`config.mk`:
```
export PLATFORM = sky130hd
export DESIGN_NAME = change_dispatch_queue
export DESIGN_NICKNAME = d
export VERILOG_FILES = /design/src/rtl/change_dispatch_queue.sv
export SDC_FILE = /design/constraint.sdc
export NUM_CORES = 1
export LEC_CHECK = 0
export ABC_CLOCK_PERIOD_IN_PS = 6900
export BUFFER_PORTS_ARGS = -buffer_cell sky130_fd_sc_hd__buf_4
export CORE_UTILIZATION = 35
export DETAILED_ROUTE_END_ITERATION = 10
export PLACE_DENSITY = 0.57
export SYNTH_ARGS = -nofsm -noshare
export SYNTH_HDL_FRONTEND = slang
export SYNTH_SLANG_ARGS = --single-unit
```
`constraint.sdc`:
```
create_clock -name clock -period 6.9 [get_ports clock]
set_clock_uncertainty 0.15 [all_clocks]
set_input_delay 1.035 -clock clock [delete_from_list [all_inputs] [get_ports clock]]
set_output_delay 1.035 -clock clock [all_outputs]
set_load 0.01 [all_outputs]
```
`src/rtl/change_dispatch_queue.sv`:
```
// Change-record FIFO feeding a compute core: each record is popped, announced
// with a one-cycle enable_change pulse, and the core's eoc handshake is awaited under a timeout.
module change_dispatch_queue #(
    parameter int IDX_W   = 16,
    parameter int ELEM_W  = 48,
    parameter int DEPTH   = 8,
    parameter int TIMEOUT = 4096
) (
    input  logic                       clock,
    input  logic                       reset_n,
    input  logic                       in_valid,
    output logic                       in_ready,
    input  logic [IDX_W-1:0]           in_x,
    input  logic [IDX_W-1:0]           in_y,
    input  logic [ELEM_W-1:0]          in_elem,
    output logic                       enable_change,
    output logic [IDX_W-1:0]           x_out,
    output logic [IDX_W-1:0]           y_out,
    output logic [ELEM_W-1:0]          elem_out,
    input  logic                       eoc_flag,
    input  logic                       flush,
    output logic                       busy,
    output logic [$clog2(DEPTH):0]     fifo_level,
    output logic [15:0]                done_count,
    output logic                       timeout_err
);
    localparam int AW    = $clog2(DEPTH);
    localparam int CNT_W = $clog2(TIMEOUT + 1);

    localparam logic [1:0] S_IDLE  = 2'd0;
    localparam logic [1:0] S_ISSUE = 2'd1;
    localparam logic [1:0] S_WLOW  = 2'd2;
    localparam logic [1:0] S_WEOC  = 2'd3;

    typedef struct packed {
        logic [IDX_W-1:0]  x;
        logic [IDX_W-1:0]  y;
        logic [ELEM_W-1:0] elem;
    } rec_t;

    rec_t             mem [DEPTH];
    rec_t             head_q;
    logic [AW-1:0]    wr_ptr_q, rd_ptr_q;
    logic [AW:0]      level_q, level_d;
    logic [1:0]       state_q, state_d;
    logic [CNT_W-1:0] wcnt_q, wcnt_d;
    logic [15:0]      done_q, done_d;
    logic             err_q, err_d;
    logic             push, pop, wait_hit;

    // A full FIFO refuses pushes even if a pop frees a slot in the same cycle.
    assign in_ready = (level_q < (AW+1)'(DEPTH)) && !flush;
    assign push     = in_valid && in_ready;
    assign pop      = (state_q == S_IDLE) && (level_q != '0) && eoc_flag && !flush;
    assign wait_hit = (wcnt_q == CNT_W'(TIMEOUT - 1));

    always_ff @(posedge clock) begin
        if (push) mem[wr_ptr_q] <= '{x: in_x, y: in_y, elem: in_elem};
    end

    always_comb begin
        level_d = level_q;
        if (flush)            level_d = '0;
        else if (push && !pop) level_d = level_q + 1'b1;
        else if (pop && !push) level_d = level_q - 1'b1;
    end

    always_comb begin
        state_d = state_q;
        wcnt_d  = wcnt_q;
        done_d  = done_q;
        err_d   = err_q;
        case (state_q)
            S_IDLE:  if (pop) state_d = S_ISSUE;
            S_ISSUE: begin
                state_d = S_WLOW;
                wcnt_d  = '0;
            end
            S_WLOW: begin
                wcnt_d = wcnt_q + 1'b1;
                if (wait_hit) begin
                    err_d   = 1'b1;
                    state_d = S_IDLE;
                end else if (!eoc_flag) begin
                    state_d = S_WEOC;
                end
            end
            default: begin
                // A completion arriving on the final wait cycle still counts.
                wcnt_d = wcnt_q + 1'b1;
                if (eoc_flag) begin
                    done_d  = done_q + 1'b1;
                    state_d = S_IDLE;
                end else if (wait_hit) begin
                    err_d   = 1'b1;
                    state_d = S_IDLE;
                end
            end
        endcase
    end

    always_ff @(posedge clock or negedge reset_n) begin
        if (!reset_n) begin
            state_q  <= S_IDLE;
            wcnt_q   <= '0;
            done_q   <= '0;
            err_q    <= 1'b0;
            level_q  <= '0;
            wr_ptr_q <= '0;
            rd_ptr_q <= '0;
            head_q   <= '0;
        end else begin
            state_q <= state_d;
            wcnt_q  <= wcnt_d;
            done_q  <= done_d;
            err_q   <= err_d;
            level_q <= level_d;
            if (flush) begin
                wr_ptr_q <= '0;
                rd_ptr_q <= '0;
            end else begin
                if (push) wr_ptr_q <= wr_ptr_q + 1'b1;
                if (pop)  rd_ptr_q <= rd_ptr_q + 1'b1;
            end
            if (pop) head_q <= mem[rd_ptr_q];
        end
    end

    assign enable_change = (state_q == S_ISSUE);
    assign busy          = (state_q != S_IDLE);
    assign x_out         = head_q.x;
    assign y_out         = head_q.y;
    assign elem_out      = head_q.elem;
    assign fifo_level    = level_q;
    assign done_count    = done_q;
    assign timeout_err   = err_q;
endmodule
```
# Word-level counts from Yosys, hierarchy flattened
# Memory sizes are Yosys's and may differ from the RTL's. A register that Yosys moved wholly into a read port is not among the register bits.
# Cells that the tools add are included.
# word_totals
ff_bits	42
ram_bits	640
output_inout_bits	104
wordCells	65
inputBits	85
mem_count	1
# classes
n_eq_ne	6
reduce_logical	23
n_addsub	6
n_lt_le_gt_ge	1
n_bitwise	2
mux	19
# mem_list
memory	depth	word_bits	read_ports	rd_clocked_by_memory_dff	write_ports	line_no	text
mem	8	80	1	1	1	41	rec_t mem [DEPTH];
# ops
operator	count
$pmux W13 S2	1
$add A16 B1 Y16 const B	1
$add A13 B1 Y13 const B	1
$eq A13 B12 Y1 const B	1
$mux W3	4
$mux W4	3
$mux W2	5
$logic_and A1 B1 Y1	7
$add A3 B1 Y3 const B	2
$pmux W2 S3	1
$reduce_bool A2 Y1	3
$reduce_bool A5 Y1	1
$add A4 B1 Y4 const B	1
$logic_not A1 Y1	4
$lt A4 B4 Y1 const B	1
$mux W1	4
$reduce_and A2 Y1	2
$reduce_bool A4 Y1	1
$sub A4 B1 Y4 const B	1
$ne A3 B3 Y1 const B	1
$reduce_and A3 Y1	1
$reduce_bool A3 Y1	1
$reduce_or A3 Y1	1
$eq A2 B1 Y1 const B	1
other kinds (7)	8

# Depth between registers and ports, before layout
# logic_depth
ltp_word	8
mapped_depth	8

# Least setup slack after synthesis
# Ideal clock, no wire load.
# synth_timing
path_type	input to register
start	input flush
end	memory mem[1][0] (netlist bit) (enable)
path_buffers	0
setup_slack_ns	-0.836
path_stages	3
t_arrival_ns	6.970
setup_ns	0.616
cell_sequence	nor3b_2 -> nand2_1 -> nor3_1
# synth_between
elab_chain_len	5
# synth_lines
element	line_no	text
start, declared	21	input logic flush,
$logic_not A1 Y1	52	assign in_ready = (level_q < (AW+1)'(DEPTH)) && !flush;
$logic_and A1 B1 Y1	52	
$logic_and A1 B1 Y1	53	assign push = in_valid && in_ready;
$mux W1	58	if (push) mem[wr_ptr_q] <= '{x: in_x, y: in_y, elem: in_elem};
$mux W1 (implied by the code)	58	
end, declared	41	
# No other way between the ends.

# Worst setup path in the final report
# layout_timing
start	input flush
end	memory mem[0][27] (netlist bit) (enable)
# Same word-level chain as after synthesis.

==> impl_metrics.env <==
export IMPL_status="completed"
export IMPL_fmax_ghz=0.289
export IMPL_place_congestion=0.744
export IMPL_hold_start="done_count[15]"
export IMPL_postCtsSetupRepairBufs=0
export IMPL_final_layout_size_suffix_gt1_frac=0.304
export IMPL_ys_types=49
export IMPL_clk_latency_ns=0.64
export IMPL_synth_edf_count=640
export IMPL_period_minus_slack_ns=3.46
export IMPL_cts_path_max_buffers=3
export IMPL_tightest_slew_ns=1.11
export IMPL_ys_flop_type="edfxtp_1"
export IMPL_fillers=7064
export IMPL_holdPathEnd="done_count[15]"
export IMPL_die_w_um=289
export IMPL_critPathLaunchType="input port"
export IMPL_path_clk_slew_ns=0.05
export IMPL_r2r_cells=4
export IMPL_netlist_area_um2=28900
export IMPL_critPathCaptureType="flip-flop"
export IMPL_final_common_cell="edfxtp_1"
export IMPL_final_area_um2=34000
export IMPL_reg2reg_to="mem[0][27]"
export IMPL_ir_drop_mv=0.196
export IMPL_drv_cap=0
export IMPL_rows=104
export IMPL_gr_total_overflow=0
export IMPL_ys_seq_area_frac=0.771
export IMPL_post_cts_resize_count=0
export IMPL_hold_violations=0
export IMPL_chipHeight_um=289
export IMPL_r2r_slack_ns=3.55
export IMPL_rr_startpoint="fifo_level[3]"
export IMPL_post_route_period_util=0.501
export IMPL_grt_use_total=0.148
export IMPL_cp_required_ns=6.99
export IMPL_cts_sinks=762
export IMPL_critPathKind="input port to flip-flop"
export IMPL_powerDensity_nw_per_um2=337
export IMPL_drv_slew=0
export IMPL_cts_htree_levels=3
export IMPL_grt_pass1_vias=14519
export IMPL_ys_async_sr_fraction=0.160
export IMPL_path_max_fanout=36
export IMPL_antenna_left=0
export IMPL_ys_seq_elements=762
export IMPL_antenna_found_initial=8
export IMPL_drt_wirelength_per_cell_um=22.3
export IMPL_synth_warnings=0
export IMPL_rsz0062_at_grt="no"
export IMPL_dieArea_um2=83600
export IMPL_num_vias=13674
export IMPL_relSlewSlack=0.261
export IMPL_wl_met1_um=27200
export IMPL_io_buffers=188
export IMPL_hold_class="flip-flop to flip-flop"
export IMPL_drtIter0Drc=851
export IMPL_final_util=0.420
export IMPL_grt_pass1_wl_um=91900
export IMPL_power_w=0.0115
export IMPL_dpl_instance_area_um2=31500
export IMPL_route_top_layer_used="met5"
export IMPL_cts_inserted_buffers=81
export IMPL_power_leakage_nw=11.1
export IMPL_netlist_instances=1390
export IMPL_hold_ws_ns=0.326
export IMPL_dp_hpwl_um=35000
export IMPL_setup_viol=0
export IMPL_syn_avg_cell_area_um2=20.8
export IMPL_area_growth_pct=17.8
export IMPL_hold_depth=1
export IMPL_synth_nets=1482
export IMPL_ctsHoldBuffers=0
export IMPL_drt_total_wl_um=61300
export IMPL_fp_coreArea_um2=81100
export IMPL_cts_root_buf="clkbuf_16"
export IMPL_route_met2_wl_um=29900
export IMPL_layout_common_cells="640 x edfxtp_1, 211 x buf_4, 160 x mux4_2"
export IMPL_dr_wl_met3_um=3110
export IMPL_ios=189
export IMPL_layout_nets=1714
export IMPL_routed_via_density=4.97
export IMPL_cp_data_arrival_time_ns=3.55
export IMPL_dr_pass1_iters=5
export IMPL_grt_max_degree=79
export IMPL_tns_ns=0
export IMPL_start_util=0.356
export IMPL_tritoncts="built"
export IMPL_drc=0
## worst max-delay path by stage
| stage | startpoint | endpoint | slack [ns] | cells past startpoint |
|---|---|---|---|---|
| 2_1_floorplan | flush | mem[7][0] | 1.31 | 3 |
| 3_3_place_gp | flush | mem[1][40] | 2.69 | 5 |
| 3_5_place_dp | flush | mem[1][40] | 2.70 | 5 |
| 4_1_cts | flush | mem[1][34] | 3.34 | 5 |
| 5_1_grt | flush | mem[0][27] | 3.25 | 5 |
| 6_report | flush | mem[0][27] | 3.44 | 5 |
## final cells by class
cell class | count | area (um^2) | share of cell area
diodes | 3 | 7.51 | 0.000221
clock buffers | 107 | 2140 | 0.0630
clock inverters | 44 | 338 | 0.00993
inverters | 7 | 26.3 | 0.000772
multi-input cells | 556 | 6260 | 0.184
flip-flops and latches | 762 | 22300 | 0.655
well taps | 1060 | 1330 | 0.0390
repair buffers | 214 | 1640 | 0.0481
## worst max-delay path, stage by stage
cell      delay (ns)
buf_4           0.17
nor3b_2         0.51
nand2b_1        0.37
nor3_4          0.77
buf_4           0.65
## routing by layer
layer / track usage / up-vias
li1: - / 6104
met1: 0.200 / 7204
met2: 0.241 / 266
met3: 0.0356 / 88
met4: 0.0387 / 12
met5: 0 / -
## cell usage after synthesis (all sizes together), types with 5 or more instances
master | instances | area share
inv | 6 | 0.00078
mux2i | 85 | 0.029
nand4 | 11 | 0.0024
xnor2 | 15 | 0.0046
o21ai | 10 | 0.0019
nand3 | 9 | 0.0016
xor2 | 8 | 0.0024
clkbuf | 15 | 0.0020
nand2b | 5 | 0.0011
edfxtp | 640 | 0.67
a21oi | 84 | 0.015
ha | 6 | 0.0026
buf | 50 | 0.011
nand2 | 21 | 0.0027
nor3 | 10 | 0.0023
dfrtp | 122 | 0.11
mux4 | 160 | 0.12
nor2 | 99 | 0.013
## where the power goes
group / internal, W / switching (W) / leakage [nW]
registers: 0.00543 / 0.000283 / 7.25
logic: 0.000808 / 0.000881 / 2.67
clock network: 0.00232 / 0.00174 / 1.22
total: 0.00855 / 0.00291 / 11.1
## metrics by stage
step | setup WS [ns] | instances
after floorplan | 1.31 | 1390
after global placement | 2.69 | 2599
after detailed placement | 2.70 | 2599
after CTS | 3.34 | 2750
after global routing | 3.25 | 2751
final | 3.44 | 2753
## sequential cells by signal (all words and copies together), names as in the netlist
signal / flops
timeout_err: 1
wr_ptr_q: 3
done_count: 16
y_out: 16
state_q: 2
mem: 640
elem_out: 48
x_out: 16
fifo_level: 4
rd_ptr_q: 3
wcnt_q: 13
## cells by family (layout without fill, tap and decap cells)
logic type	after synthesis	in the layout	share of synthesized area
xor+xnor	23	23	0.00698
simple gates	170	170	0.0274
buf+inv	72	372	0.0142
compound gates	109	109	0.0216
flops	762	762	0.771
mux	247	247	0.155
other cells	0	3	0
fa+ha+maj	7	7	0.00329
(Power assumes the default switching activity.)
